## src/rtl/riscv_run_ctrl_if.sv

```systemverilog
// Bus between the run controller and the surrounding top level / core:
// launch strobe, core observation inputs and the run result outputs.
interface riscv_run_ctrl_if #(
    parameter int ADDR_WIDTH = 32,
    parameter int CNT_WIDTH  = 16
);
    logic                  start;
    logic [ADDR_WIDTH-1:0] pc;
    logic [31:0]           instr;
    logic                  dmem_wr;
    logic [ADDR_WIDTH-1:0] dmem_addr;
    logic [31:0]           dmem_wr_data;
    logic                  core_res_n;
    logic                  running;
    logic                  done;
    logic                  pass;
    logic [1:0]            cause;
    logic [30:0]           exit_code;
    logic [CNT_WIDTH-1:0]  cycle_count;

    modport master (
        output start, pc, instr, dmem_wr, dmem_addr, dmem_wr_data,
        input  core_res_n, running, done, pass, cause, exit_code, cycle_count
    );

    modport slave (
        input  start, pc, instr, dmem_wr, dmem_addr, dmem_wr_data,
        output core_res_n, running, done, pass, cause, exit_code, cycle_count
    );
endinterface

```

## src/rtl/riscv_run_ctrl.sv

```systemverilog
// Run controller: sequences core reset, counts RUN cycles and detects the end
// of a program (tohost store, ECALL, pc self-loop or cycle-budget timeout).
module riscv_run_ctrl #(
    parameter int          ADDR_WIDTH   = 32,
    parameter int          CNT_WIDTH    = 16,
    parameter int          RES_CYCLES   = 2,
    parameter int          MAX_CYCLES   = 32'h0000_0070,
    parameter int          STALL_CYCLES = 4,
    parameter int unsigned TOHOST_ADDR  = 32'h0000_00FC
) (
    input logic             clk,
    input logic             res,
    riscv_run_ctrl_if.slave bus
);

    typedef enum logic [1:0] {
        S_IDLE  = 2'd0,
        S_RESET = 2'd1,
        S_RUN   = 2'd2,
        S_DONE  = 2'd3
    } state_e;

    localparam int RW = (RES_CYCLES > 1) ? $clog2(RES_CYCLES) : 1;
    localparam int SW = $clog2(STALL_CYCLES + 1);

    localparam logic [RW-1:0]         RES_LAST   = RW'(RES_CYCLES - 1);
    localparam logic [RW-1:0]         RES_ONE    = RW'(1);
    localparam logic [SW-1:0]         STALL_LAST = SW'(STALL_CYCLES - 1);
    localparam logic [SW-1:0]         STALL_ONE  = SW'(1);
    localparam logic [CNT_WIDTH-1:0]  CNT_ONE    = CNT_WIDTH'(1);
    localparam logic [CNT_WIDTH-1:0]  CNT_SAT    = {CNT_WIDTH{1'b1}};
    localparam logic [CNT_WIDTH-1:0]  TIMEOUT_AT = CNT_WIDTH'(MAX_CYCLES - 1);
    localparam logic [ADDR_WIDTH-1:0] TOHOST_A   = ADDR_WIDTH'(TOHOST_ADDR);
    localparam logic [31:0]           ECALL_INSN = 32'h0000_0073;

    state_e                state_q, state_d;
    logic [RW-1:0]         rcnt_q, rcnt_d;
    logic [SW-1:0]         stall_q, stall_d;
    logic [ADDR_WIDTH-1:0] last_pc_q, last_pc_d;
    logic                  core_res_n_q, core_res_n_d;
    logic                  running_q, running_d;
    logic                  done_q, done_d;
    logic                  pass_q, pass_d;
    logic [1:0]            cause_q, cause_d;
    logic [30:0]           exit_code_q, exit_code_d;
    logic [CNT_WIDTH-1:0]  cycle_count_q, cycle_count_d;

    logic tohost_s, ecall_s, same_pc_s, halt_s, timeout_s;

    // Next-state and next-output logic; core inputs are only looked at in RUN.
    always_comb begin
        state_d       = state_q;
        rcnt_d        = rcnt_q;
        stall_d       = stall_q;
        last_pc_d     = last_pc_q;
        core_res_n_d  = core_res_n_q;
        running_d     = running_q;
        done_d        = done_q;
        pass_d        = pass_q;
        cause_d       = cause_q;
        exit_code_d   = exit_code_q;
        cycle_count_d = cycle_count_q;
        tohost_s      = 1'b0;
        ecall_s       = 1'b0;
        same_pc_s     = 1'b0;
        halt_s        = 1'b0;
        timeout_s     = 1'b0;

        case (state_q)
            S_IDLE, S_DONE: begin
                if (bus.start) begin
                    state_d       = S_RESET;
                    rcnt_d        = {RW{1'b0}};
                    stall_d       = {SW{1'b0}};
                    core_res_n_d  = 1'b0;
                    running_d     = 1'b0;
                    done_d        = 1'b0;
                    pass_d        = 1'b0;
                    cause_d       = 2'd0;
                    exit_code_d   = 31'd0;
                    cycle_count_d = {CNT_WIDTH{1'b0}};
                end else begin
                    state_d = state_q;
                end
            end
            S_RESET: begin
                if (rcnt_q == RES_LAST) begin
                    state_d      = S_RUN;
                    core_res_n_d = 1'b1;
                    running_d    = 1'b1;
                end else begin
                    rcnt_d = rcnt_q + RES_ONE;
                end
            end
            S_RUN: begin
                tohost_s  = bus.dmem_wr && (bus.dmem_addr == TOHOST_A) && bus.dmem_wr_data[0];
                ecall_s   = (bus.instr == ECALL_INSN);
                // A zero stall counter marks the first RUN cycle, which has no valid last_pc.
                same_pc_s = (stall_q != {SW{1'b0}}) && (bus.pc == last_pc_q);
                halt_s    = same_pc_s && (stall_q == STALL_LAST);
                timeout_s = (MAX_CYCLES != 0) && (cycle_count_q == TIMEOUT_AT);

                last_pc_d     = bus.pc;
                stall_d       = same_pc_s ? (stall_q + STALL_ONE) : STALL_ONE;
                cycle_count_d = (cycle_count_q == CNT_SAT) ? cycle_count_q
                                                           : (cycle_count_q + CNT_ONE);

                if (tohost_s) begin
                    cause_d     = 2'd0;
                    exit_code_d = bus.dmem_wr_data[31:1];
                    pass_d      = (bus.dmem_wr_data[31:1] == 31'd0);
                end else if (ecall_s) begin
                    cause_d = 2'd1;
                    pass_d  = 1'b1;
                end else if (halt_s) begin
                    cause_d = 2'd2;
                    pass_d  = 1'b1;
                end else if (timeout_s) begin
                    cause_d = 2'd3;
                    pass_d  = 1'b0;
                end else begin
                    cause_d = cause_q;
                end

                if (tohost_s || ecall_s || halt_s || timeout_s) begin
                    state_d      = S_DONE;
                    done_d       = 1'b1;
                    running_d    = 1'b0;
                    core_res_n_d = 1'b0;
                end else begin
                    state_d = S_RUN;
                end
            end
            default: begin
                state_d      = S_IDLE;
                core_res_n_d = 1'b0;
                running_d    = 1'b0;
            end
        endcase
    end

    // State and output registers with asynchronous clear.
    always_ff @(posedge clk or posedge res) begin
        if (res) begin
            state_q       <= S_IDLE;
            rcnt_q        <= {RW{1'b0}};
            stall_q       <= {SW{1'b0}};
            last_pc_q     <= {ADDR_WIDTH{1'b0}};
            core_res_n_q  <= 1'b0;
            running_q     <= 1'b0;
            done_q        <= 1'b0;
            pass_q        <= 1'b0;
            cause_q       <= 2'd0;
            exit_code_q   <= 31'd0;
            cycle_count_q <= {CNT_WIDTH{1'b0}};
        end else begin
            state_q       <= state_d;
            rcnt_q        <= rcnt_d;
            stall_q       <= stall_d;
            last_pc_q     <= last_pc_d;
            core_res_n_q  <= core_res_n_d;
            running_q     <= running_d;
            done_q        <= done_d;
            pass_q        <= pass_d;
            cause_q       <= cause_d;
            exit_code_q   <= exit_code_d;
            cycle_count_q <= cycle_count_d;
        end
    end

    assign bus.core_res_n  = core_res_n_q;
    assign bus.running     = running_q;
    assign bus.done        = done_q;
    assign bus.pass        = pass_q;
    assign bus.cause       = cause_q;
    assign bus.exit_code   = exit_code_q;
    assign bus.cycle_count = cycle_count_q;

endmodule
```

## src/flat_wrapper.sv

```systemverilog
// flat-port wrapper written by rule: the top's interface ports become plain ports
module riscv_run_ctrl_flat 
#(
    parameter int          ADDR_WIDTH   = 32,
    parameter int          CNT_WIDTH    = 16,
    parameter int          RES_CYCLES   = 2,
    parameter int          MAX_CYCLES   = 32'h0000_0070,
    parameter int          STALL_CYCLES = 4,
    parameter int unsigned TOHOST_ADDR  = 32'h0000_00FC
)
  (clk, res, bus_start, bus_pc, bus_instr, bus_dmem_wr, bus_dmem_addr, bus_dmem_wr_data, bus_core_res_n, bus_running, bus_done, bus_pass, bus_cause, bus_exit_code, bus_cycle_count);
  riscv_run_ctrl_if #(.ADDR_WIDTH(ADDR_WIDTH), .CNT_WIDTH(CNT_WIDTH)) bus_i ();
  input logic clk;
  input logic res;
  input wire logic [$bits(bus_i.start)-1:0] bus_start;
  input wire logic [$bits(bus_i.pc)-1:0] bus_pc;
  input wire logic [$bits(bus_i.instr)-1:0] bus_instr;
  input wire logic [$bits(bus_i.dmem_wr)-1:0] bus_dmem_wr;
  input wire logic [$bits(bus_i.dmem_addr)-1:0] bus_dmem_addr;
  input wire logic [$bits(bus_i.dmem_wr_data)-1:0] bus_dmem_wr_data;
  output wire logic [$bits(bus_i.core_res_n)-1:0] bus_core_res_n;
  output wire logic [$bits(bus_i.running)-1:0] bus_running;
  output wire logic [$bits(bus_i.done)-1:0] bus_done;
  output wire logic [$bits(bus_i.pass)-1:0] bus_pass;
  output wire logic [$bits(bus_i.cause)-1:0] bus_cause;
  output wire logic [$bits(bus_i.exit_code)-1:0] bus_exit_code;
  output wire logic [$bits(bus_i.cycle_count)-1:0] bus_cycle_count;
  assign bus_i.start = bus_start;
  assign bus_i.pc = bus_pc;
  assign bus_i.instr = bus_instr;
  assign bus_i.dmem_wr = bus_dmem_wr;
  assign bus_i.dmem_addr = bus_dmem_addr;
  assign bus_i.dmem_wr_data = bus_dmem_wr_data;
  assign bus_core_res_n = bus_i.core_res_n;
  assign bus_running = bus_i.running;
  assign bus_done = bus_i.done;
  assign bus_pass = bus_i.pass;
  assign bus_cause = bus_i.cause;
  assign bus_exit_code = bus_i.exit_code;
  assign bus_cycle_count = bus_i.cycle_count;
  riscv_run_ctrl #(.ADDR_WIDTH(ADDR_WIDTH), .CNT_WIDTH(CNT_WIDTH), .RES_CYCLES(RES_CYCLES), .MAX_CYCLES(MAX_CYCLES), .STALL_CYCLES(STALL_CYCLES), .TOHOST_ADDR(TOHOST_ADDR)) u_core (.clk(clk), .res(res), .bus(bus_i));
endmodule
```

## config.mk

```make
export PLATFORM = sky130hd
export DESIGN_NAME = riscv_run_ctrl_flat
export DESIGN_NICKNAME = d
export VERILOG_FILES = /design/src/rtl/riscv_run_ctrl_if.sv /design/src/rtl/riscv_run_ctrl.sv /design/src/flat_wrapper.sv
export SDC_FILE = /design/constraint.sdc
export NUM_CORES = 1
export LEC_CHECK = 0
export ABC_AREA = 0
export CAP_MARGIN = 20
export CORE_MARGIN = 10
export CORE_UTILIZATION = 47
export DETAILED_ROUTE_END_ITERATION = 10
export GPL_TIMING_DRIVEN = 0
export PLACE_DENSITY = 0.95
export SYNTH_ARGS = -nofsm -noshare
export SYNTH_HDL_FRONTEND = slang
export SYNTH_SLANG_ARGS = --single-unit
```

## constraint.sdc

```tcl
create_clock -name clk -period 9.8 [get_ports clk]
set_clock_uncertainty 0.15 [all_clocks]
set_input_delay 2.94 -clock clk [delete_from_list [all_inputs] [get_ports clk]]
set_output_delay 2.94 -clock clk [all_outputs]
set_load 0.02 [all_outputs]
```

==> results of run 1 <==
-- area by class of cell --
class / count / area, um^2
fillers: 693 / 2530
repair buffers: 185 / 1870
clock inverters: 7 / 76.3
inverters: 11 / 43.8
well taps: 129 / 161
multi-input cells: 336 / 2200
flip-flops and latches: 90 / 2250
clock buffers: 9 / 124
plain buffers: 18 / 71.3
-- final timing paths --
path	endpoint	from	slack, ns	cells after the start
hold / removal	u_core.bus.exit_code[4]	u_core.bus.exit_code[4]	0.34	2
min in group asynchronous	u_core.bus.exit_code[24]	res	2.75	2
setup / recovery	u_core.bus.cause[1]	bus_pc[16]	4.46	7
max in group asynchronous	u_core.bus.exit_code[29]	res	6.12	3
hold reg to reg	u_core.bus.exit_code[4]	u_core.bus.exit_code[4]	0.34	2
setup reg to reg	u_core.bus.cause[1]	u_core.last_pc_q[16]	7.10	6
-- stage by stage --
stage                     setup WS, ns  hold WS (ns)
after floorplan                   4.37         0.321
after global placement            3.03         0.312
after detailed placement          4.09         0.321
after CTS                         4.46         0.342
after global routing              4.44         0.376
final                             4.46         0.337
-- critical path, stage by stage --
cell	delay, ns
clkdlybuf4s50_1	0.46
xor2_1	0.18
nor4_1	0.25
or4b_1	0.47
or3_4	0.42
a211o_4	0.39
mux2_4	0.31
-- report_power, final --
part / switching, W / total, W / internal, W
clock network: 0.000139 / 0.000260 / 0.000120
logic: 0.000407 / 0.000760 / 0.000352
registers: 0.0000898 / 0.000584 / 0.000495
total: 0.000636 / 0.00160 / 0.000967
-- cells in the final DEF, fill, tap and decap left out, drive strengths merged, types with 2 or more instances in the layout --
master,instances
dfrtp,90
a22o,3
mux2i,3
o31ai,2
mux2,36
a21oi,5
nand2b,2
xnor2,6
nor2b,3
inv,14
or4,2
and3,8
nor3,4
o21ai,37
clkdlybuf4s50,184
and4,3
or3,2
nand3,10
ha,6
buf,2
xor2,38
clkinvlp,2
clkbuf,26
nand2,78
nor4,29
o21a,2
nor2,25
or4b,2
nor4b,2
nand4,15
-- routing by layer --
layer,vias to the layer above,share of wire
li1,2007,-
met1,2057,0.38
met2,168,0.53
met3,15,0.084
met4,0,0.012
met5,-,0
-- registers in the layout, indices dropped and copies added (netlist names) --
| register | count |
|---|---|
| u_core.bus.core_res_n | 1 |
| u_core.bus.done | 1 |
| u_core.rcnt_q | 1 |
| u_core.last_pc_q | 32 |
| u_core.bus.pass | 1 |
| u_core.bus.cycle_count | 16 |
| u_core.bus.exit_code | 31 |
| u_core.bus.cause | 2 |
| u_core.state_q | 2 |
| u_core.stall_q | 3 |
-- kinds of logic after synthesis --
| group | after synthesis | share of synthesized area |
|---|---|---|
| compound gates | 58 | 0.0760 |
| xor+xnor | 44 | 0.0845 |
| simple gates | 189 | 0.207 |
| mux | 39 | 0.0979 |
| flops | 90 | 0.494 |
| fa+ha+maj | 6 | 0.0165 |
| buf+inv | 29 | 0.0247 |
==> results.sh, run 1 <==
export IMPL_outcome="completed"
export IMPL_die_height_um=119
export IMPL_crit_type="primary input to flop"
export IMPL_yosysTopAreaCellShare=0.494
export IMPL_dieArea_mm2=0.0140
export IMPL_fp_coreArea_mm2=0.00933
export IMPL_drv_cap=0
export IMPL_ir_worst_vdd_mv=0.148
export IMPL_synth_top_flop_cell="dfrtp_1"
export IMPL_cts_resized_gates=0
export IMPL_syn_num_nets=593
export IMPL_ys_types=43
export IMPL_cts_max_level=3
export IMPL_arrival_ns=5.43
export IMPL_grt_pass1_vias=4729
export IMPL_stdcell_area_mm2=0.00679
export IMPL_synth_seq_cells=90
export IMPL_root_buffer="clkbuf_8"
export IMPL_dr_total_vias=4247
export IMPL_clkSinkCount=90
export IMPL_post_cts_repair_setup_buffers=0
export IMPL_drive_above_1_share=0.0884
export IMPL_finalHoldViolCount=0
export IMPL_total_power_w=0.00160
export IMPL_drc_errors=0
export IMPL_cp_required_ns=9.89
export IMPL_synth_area_mm2=0.00456
export IMPL_power_density_mw_per_mm2=236
export IMPL_gp_congestion=0.864
export IMPL_synth_most_common_cell="dfrtp_1"
export IMPL_synth_area_leaders="dfrtp_1 (49%), mux2_2 (8.1%), xor2_1 (7.3%), nand2_1 (6.4%), o21ai_0 (4.1%)"
export IMPL_yosys_area_top_type="dfrtp_1"
export IMPL_clockBufferDepth=2
export IMPL_synth_edf_count=0
export IMPL_use_met3=0.0723
export IMPL_max_freq_mhz=187
export IMPL_start_util=0.489
export IMPL_dp_cells=769
export IMPL_viasPerCell=5.41
export IMPL_cts_buffers=9
export IMPL_max_slew_margin=0.587
export IMPL_wirelength_um=14500
export IMPL_async_flop_share=1.00
export IMPL_cts_hold_buf=0
export IMPL_min_period_ns=5.34
export IMPL_finalSetupTns_ns=0
export IMPL_hold_class="flop to flop"
export IMPL_avgSynthCellArea_um2=10.0
export IMPL_dpl_cell_area_mm2=0.00659
export IMPL_final_util=0.728
export IMPL_fin_nets=789
export IMPL_ios=185
export IMPL_use_met1=0.210
export IMPL_final_cells=785
export IMPL_area_growth_synth_to_final_pct=49.0
export IMPL_drt_iter0_drc=291
export IMPL_hpwl_um=11700
export IMPL_num_rows=35
export IMPL_ys_top_cells_by_count="dfrtp_1 (90), nand2_1 (78), xor2_1 (38), o21ai_0 (37), mux2_2 (33)"
export IMPL_grt_max_degree=69
export IMPL_busiest_layer="met2"
export IMPL_grt_pass1_wl_um=23500
export IMPL_cp_start_kind="primary input"
export IMPL_rsz0062_at_grt="false"
export IMPL_portBuffers=184
export IMPL_synth_seq_area_share=0.494
export IMPL_grt_overflow_total=0
export IMPL_clk_latency_ns=0.35
export IMPL_dr_pass1_iters=4
export IMPL_ys_warn_count=0
export IMPL_drv_slew=0
export IMPL_final_period_utilization=0.545
export IMPL_cts_tree="built"
export IMPL_clkTransAtPathRegs_ns=0.09
export IMPL_wire_per_inst_um=18.4
export IMPL_gr_usage_all_layers=0.202
export IMPL_setup_viol=0
export IMPL_ant_nets=0
export IMPL_leakage_nw=2.78
export IMPL_path_max_fanout=5
export IMPL_grt_util_met2=0.376
export IMPL_grt_antenna_before_repair=0
export IMPL_worst_pin_slew_ns=0.620
export IMPL_endpoint_kind="flop"
export IMPL_syn_inst=455
export IMPL_diodes=0
export IMPL_die_x_um=119
(Power assumes the default switching activity.)
==> run 2: changes to the inputs <==
CORE_UTILIZATION = 39   (was 47)
PLACE_DENSITY = 0.86   (was 0.95)
clock period = 4.71 ns   (was 9.8 ns; I/O delays follow)
==> run 2 against run 1 <==
  * Largest power group unchanged
  * Sequential cell count unchanged
  * Clock-buffer cell count up 2
  * Combinational power up 110%
  * Setup slack worse by 3.6 ns
  * Highest routed layer unchanged
  * Critical path depth unchanged
  * Die area up 17%
==> results.sh, run 2 (same netlist as run 1, synthesis figures left out) <==
export IMPL_p_comb_frac=0.452
export IMPL_critPathSlowestCell="or4b_1"
export IMPL_viasPerCell=5.25
export IMPL_crit_type="primary input to flop"
export IMPL_critPathLaunch="bus_pc[16]"
export IMPL_cts_max_level=3
export IMPL_rr_startpoint="u_core.last_pc_q[16]"
export IMPL_grt_antenna_before_repair=0
export IMPL_arrival_ns=3.91
export IMPL_leakage_nw=2.83
export IMPL_wirelength_um=14100
export IMPL_root_buffer="clkbuf_16"
export IMPL_max_slew_margin=0.576
export IMPL_p_int_w=0.00216
export IMPL_ant_nets=0
export IMPL_layout_commonest_cell="clkdlybuf4s50_1"
export IMPL_r2r_end="u_core.bus.cause[1]"
export IMPL_rsz0062_at_grt="false"
export IMPL_netSwitchingPower_w=0.00133
export IMPL_start_util=0.399
export IMPL_ios=185
export IMPL_fin_nets=789
export IMPL_finalSetupTns_ns=0
export IMPL_switching_share=0.381
export IMPL_gr_usage_all_layers=0.169
export IMPL_power_density_mw_per_mm2=505
export IMPL_area_growth_synth_to_final_pct=51.5
export IMPL_final_cell_mix="clkdlybuf4s50_1 (184), dfrtp_1 (90), nand2_1 (78)"
export IMPL_dieArea_mm2=0.0164
export IMPL_reg2reg_slack_ns=2.01
export IMPL_dr_pass1_iters=4
export IMPL_min_period_ns=3.84
export IMPL_die_x_um=128
export IMPL_cp_start_kind="primary input"
export IMPL_rr_worst_depth=6
export IMPL_drv_cap=0
export IMPL_drt_iter0_drc=301
export IMPL_num_rows=39
export IMPL_ir_worst_vdd_mv=0.353
export IMPL_cp_required_ns=4.78
export IMPL_cts_resized_gates=0
export IMPL_crit_chain="clkdlybuf4s50_1 -> xor2_1 -> nor4_1 -> or4b_1 -> or3_4 -> a211o_4 -> mux2_4"
export IMPL_grt_pass1_vias=4577
export IMPL_cts_tree="built"
export IMPL_die_height_um=128
export IMPL_fp_coreArea_mm2=0.0114
export IMPL_wire_per_inst_um=17.7
export IMPL_grt_max_degree=63
export IMPL_outcome="completed"
export IMPL_path_max_fanout=5
export IMPL_hpwl_um=11400
export IMPL_grt_overflow_total=0
export IMPL_clkTransAtPathRegs_ns=0.07
export IMPL_diodes=0
export IMPL_clkSinkCount=90
export IMPL_pwr_share_seq=0.347
export IMPL_endpoint="u_core.bus.cause[1]"
export IMPL_grt_pass1_wl_um=22700
export IMPL_clockPowerShare=0.201
export IMPL_largest_reg_flops=32
export IMPL_setup_viol=0
export IMPL_finalHoldViolCount=0
export IMPL_cts_buffers=9
export IMPL_max_stage_delay_ns=0.48
export IMPL_hold_class="flop to flop"
export IMPL_worst_pin_slew_ns=0.636
export IMPL_total_power_w=0.00349
export IMPL_post_cts_repair_setup_buffers=0
export IMPL_dr_total_vias=4191
export IMPL_max_freq_mhz=261
export IMPL_cts_hold_buf=0
export IMPL_drive_above_1_share=0.0884
export IMPL_largest_register="u_core.last_pc_q"
export IMPL_final_period_utilization=0.814
export IMPL_drc_errors=0
export IMPL_portBuffers=184
export IMPL_gp_congestion=0.880
export IMPL_endpoint_kind="flop"
export IMPL_clockBufferDepth=2
export IMPL_hold_slack_ns=0.338
export IMPL_clk_latency_ns=0.34
export IMPL_drv_slew=0
run 2: area by class of cell:
cell class	instances	area [um^2]
buffer	18	71.3
clock buffer	11	253
clock inverter	5	45.0
fill	953	4510
inverter	11	43.8
multi-input combinational	336	2200
sequential	90	2250
tap	143	179
timing repair buffer	185	1870
run 2: power by group through the flow:
| stage | combinational, W | sequential (W) | clock (W) |
|---|---|---|---|
| 6_report | 0.00158 | 0.00121 | 0.000702 |
| 5_1_grt | 0.00173 | 0.00124 | 0.000745 |
| 4_1_cts | 0.00159 | 0.00121 | 0.000716 |
| 3_5_place_dp | 0.00158 | 0.00122 | 0 |
| 3_3_place_gp | 0.00151 | 0.00120 | 0 |
| 2_1_floorplan | 0.000912 | 0.00129 | 0 |
run 2: how the worst min path moves through the flow:
| stage | startpoint | to | slack (ns) | cells after the start |
|---|---|---|---|---|
| 6_report | u_core.bus.exit_code[4] | u_core.bus.exit_code[4] | 0.34 | 2 |
| 2_1_floorplan | u_core.stall_q[2] | u_core.stall_q[2] | 0.32 | 2 |
| 4_1_cts | u_core.bus.exit_code[14] | u_core.bus.exit_code[14] | 0.34 | 2 |
| 5_1_grt | u_core.bus.exit_code[4] | u_core.bus.exit_code[4] | 0.37 | 2 |
| 3_3_place_gp | u_core.bus.exit_code[6] | u_core.bus.exit_code[6] | 0.31 | 2 |
| 3_5_place_dp | u_core.bus.exit_code[14] | u_core.bus.exit_code[14] | 0.32 | 2 |
run 2: layer usage:
| layer | vias up | global-route usage | wire [um] |
|---|---|---|---|
| met5 | - | 0 | 0 |
| met4 | 0 | 0.0530 | 238 |
| met3 | 23 | 0.0542 | 865 |
| met2 | 130 | 0.306 | 7610 |
| met1 | 2036 | 0.183 | 5410 |
| li1 | 2002 | - | - |
run 2: metrics by stage:
step	utilization	cells	setup slack, ns	area, um^2
3_5_place_dp	0.579	783	0.498	6610
5_1_grt	0.605	799	0.752	6910
4_1_cts	0.605	799	0.851	6910
6_report	0.605	799	0.875	6910
3_3_place_gp	0.576	782	-0.508	6580
2_1_floorplan	-	455	0.812	4560
run 2: worst max-delay path, delay by kind of cell:
kind | cells | cell delay (ns)
and+or+nand+nor | 3 | 1.17
xor gates and xnor gates | 1 | 0.18
AOI/OAI and AO/OA | 1 | 0.39
buffers and inverters | 1 | 0.45
muxes | 1 | 0.30
==> run 3: changes to the inputs <==
CORE_UTILIZATION = 44   (was 39)
PLACE_DENSITY = 0.91   (was 0.86)
clock period = 3.6 ns   (was 4.71 ns; I/O delays follow)
==> run 3 against run 2 <==
  * Sequential cell count unchanged
  * Critical path depth is the same
  * Worst hold slack gained 0.0057 ns
  * First-iteration DRC count grew 4.7%
  * Die area fell by 9.6%
  * Wire length is essentially flat
  * Clock power up 0.6%
  * Critical endpoint unchanged
==> results.sh, run 3 (same netlist as run 1, synthesis figures left out) <==
export IMPL_dp_worst_setup_slack_ns=-0.262
export IMPL_wire_per_inst_um=17.8
export IMPL_max_freq_mhz=288
export IMPL_viasPerCell=5.30
export IMPL_max_slew_margin=0.572
export IMPL_dr_total_vias=4200
export IMPL_cts_buffers=9
export IMPL_wirelength_um=14100
export IMPL_max_stage_delay_ns=0.47
export IMPL_grt_max_degree=55
export IMPL_worst_pin_slew_ns=0.643
export IMPL_endpoint_kind="flop"
export IMPL_layout_commonest_cell="clkdlybuf4s50_1"
export IMPL_setup_viol=0
export IMPL_cp_required_ns=3.70
export IMPL_grt_pass1_wl_um=22600
export IMPL_critPathSlowestCell="or4b_1"
export IMPL_area_growth_synth_to_final_pct=49.1
export IMPL_fp_coreArea_mm2=0.0102
export IMPL_clkSinkCount=90
export IMPL_drt_iter0_drc=315
export IMPL_grt_pass1_vias=4528
export IMPL_reg2reg_slack_ns=0.91
export IMPL_cts_resized_gates=0
export IMPL_fillCellCount=798
export IMPL_drv_slew=0
export IMPL_clockBufferDepth=2
export IMPL_dpl_cell_area_mm2=0.00660
export IMPL_setup_slack_ns=0.127
export IMPL_gr_usage_all_layers=0.188
export IMPL_start_util=0.446
export IMPL_diodes=0
export IMPL_crit_type="primary input to flop"
export IMPL_drc_errors=0
export IMPL_crit_chain="clkdlybuf4s50_1 -> xor2_1 -> nor4_1 -> or4b_1 -> or3_4 -> a211o_4 -> mux2_4"
export IMPL_cp_start_kind="primary input"
export IMPL_final_util=0.665
export IMPL_min_period_ns=3.47
export IMPL_gp_congestion=0.844
export IMPL_portBuffers=184
export IMPL_drv_cap=0
export IMPL_grt_overflow_total=0
export IMPL_outcome="completed"
export IMPL_cts_max_level=3
export IMPL_stdcell_area_mm2=0.00680
export IMPL_leakage_nw=2.77
export IMPL_grt_antenna_before_repair=0
export IMPL_post_cts_repair_setup_buffers=0
export IMPL_num_rows=37
export IMPL_root_buffer="clkbuf_8"
export IMPL_largest_register="u_core.last_pc_q"
export IMPL_cts_tree="built"
export IMPL_hpwl_um=11600
export IMPL_fin_nets=789
export IMPL_finalHoldViolCount=0
export IMPL_hold_slack_ns=0.344
export IMPL_largest_reg_flops=32
export IMPL_drive_above_1_share=0.0884
export IMPL_rsz0062_at_grt="false"
export IMPL_clkTransAtPathRegs_ns=0.10
export IMPL_dieArea_mm2=0.0148
export IMPL_ios=185
export IMPL_critPathLaunch="bus_pc[16]"
export IMPL_ant_nets=0
export IMPL_worstHoldStart="u_core.bus.exit_code[10]"
export IMPL_ir_worst_vdd_mv=0.374
export IMPL_path_buf_inv=1
export IMPL_path_max_fanout=5
export IMPL_final_cell_mix="clkdlybuf4s50_1 (184), dfrtp_1 (90), nand2_1 (78)"
export IMPL_crit_family="simple AND/OR/NAND/NOR gates"
export IMPL_die_height_um=122
export IMPL_arrival_ns=3.57
export IMPL_cts_hold_buf=0
export IMPL_hold_class="flop to flop"
export IMPL_final_period_utilization=0.965
export IMPL_power_density_mw_per_mm2=638
export IMPL_rr_startpoint="u_core.last_pc_q[16]"
export IMPL_total_power_w=0.00434
export IMPL_clk_latency_ns=0.36
export IMPL_die_x_um=122
export IMPL_dr_pass1_iters=4
-- run 3: through the flow --
stage | instances | TNS [ns]
after floorplan | 455 | 0
after global placement | 775 | -111.15
after detailed placement | 776 | -1.69
after CTS | 792 | 0
after global routing | 792 | 0
final | 792 | 0
-- run 3: worst min-delay path, delay by kind of cell, from the launching register on --
kind / cells / cell delay [ns]
DFF: 1 / 0.36
AOI/OAI and AO/OA: 1 / 0.06
and+or+nand+nor: 1 / 0.05
-- run 3: area by class of cell --
| class | instances | area, um^2 | area share |
|---|---|---|---|
| multi-input cells | 336 | 2200 | 0.323 |
| clock buffers | 9 | 124 | 0.0182 |
| well taps | 136 | 170 | 0.0250 |
| clock inverters | 7 | 75.1 | 0.0110 |
| plain buffers | 18 | 71.3 | 0.0105 |
| flip-flops and latches | 90 | 2250 | 0.331 |
| inverters | 11 | 43.8 | 0.00644 |
| repair buffers | 185 | 1870 | 0.275 |
-- run 3: path summary, 6_finish.rpt --
path / to / cells past startpoint
setup reg to reg: u_core.bus.cause[1] / 6
max in group asynchronous: u_core.bus.cycle_count[11] / 3
min in group asynchronous: u_core.last_pc_q[14] / 2
hold / removal: u_core.bus.exit_code[10] / 2
setup / recovery: u_core.bus.cause[1] / 7
hold reg to reg: u_core.bus.exit_code[10] / 2
-- run 3: power by group --
group          internal [W]  switching (W)
combinational      0.000959        0.00110
clock              0.000324       0.000382
sequential          0.00135       0.000233
total               0.00263        0.00171
-- run 3: layer usage --
| metal | GRT usage | vias to the layer above | wire length (um) |
|---|---|---|---|
| met5 | 0 | - | 0 |
| met4 | 0.0566 | 0 | 267 |
| met3 | 0.0467 | 19 | 897 |
| met2 | 0.349 | 145 | 7750 |
| met1 | 0.205 | 2030 | 5210 |
| li1 | - | 2006 | - |
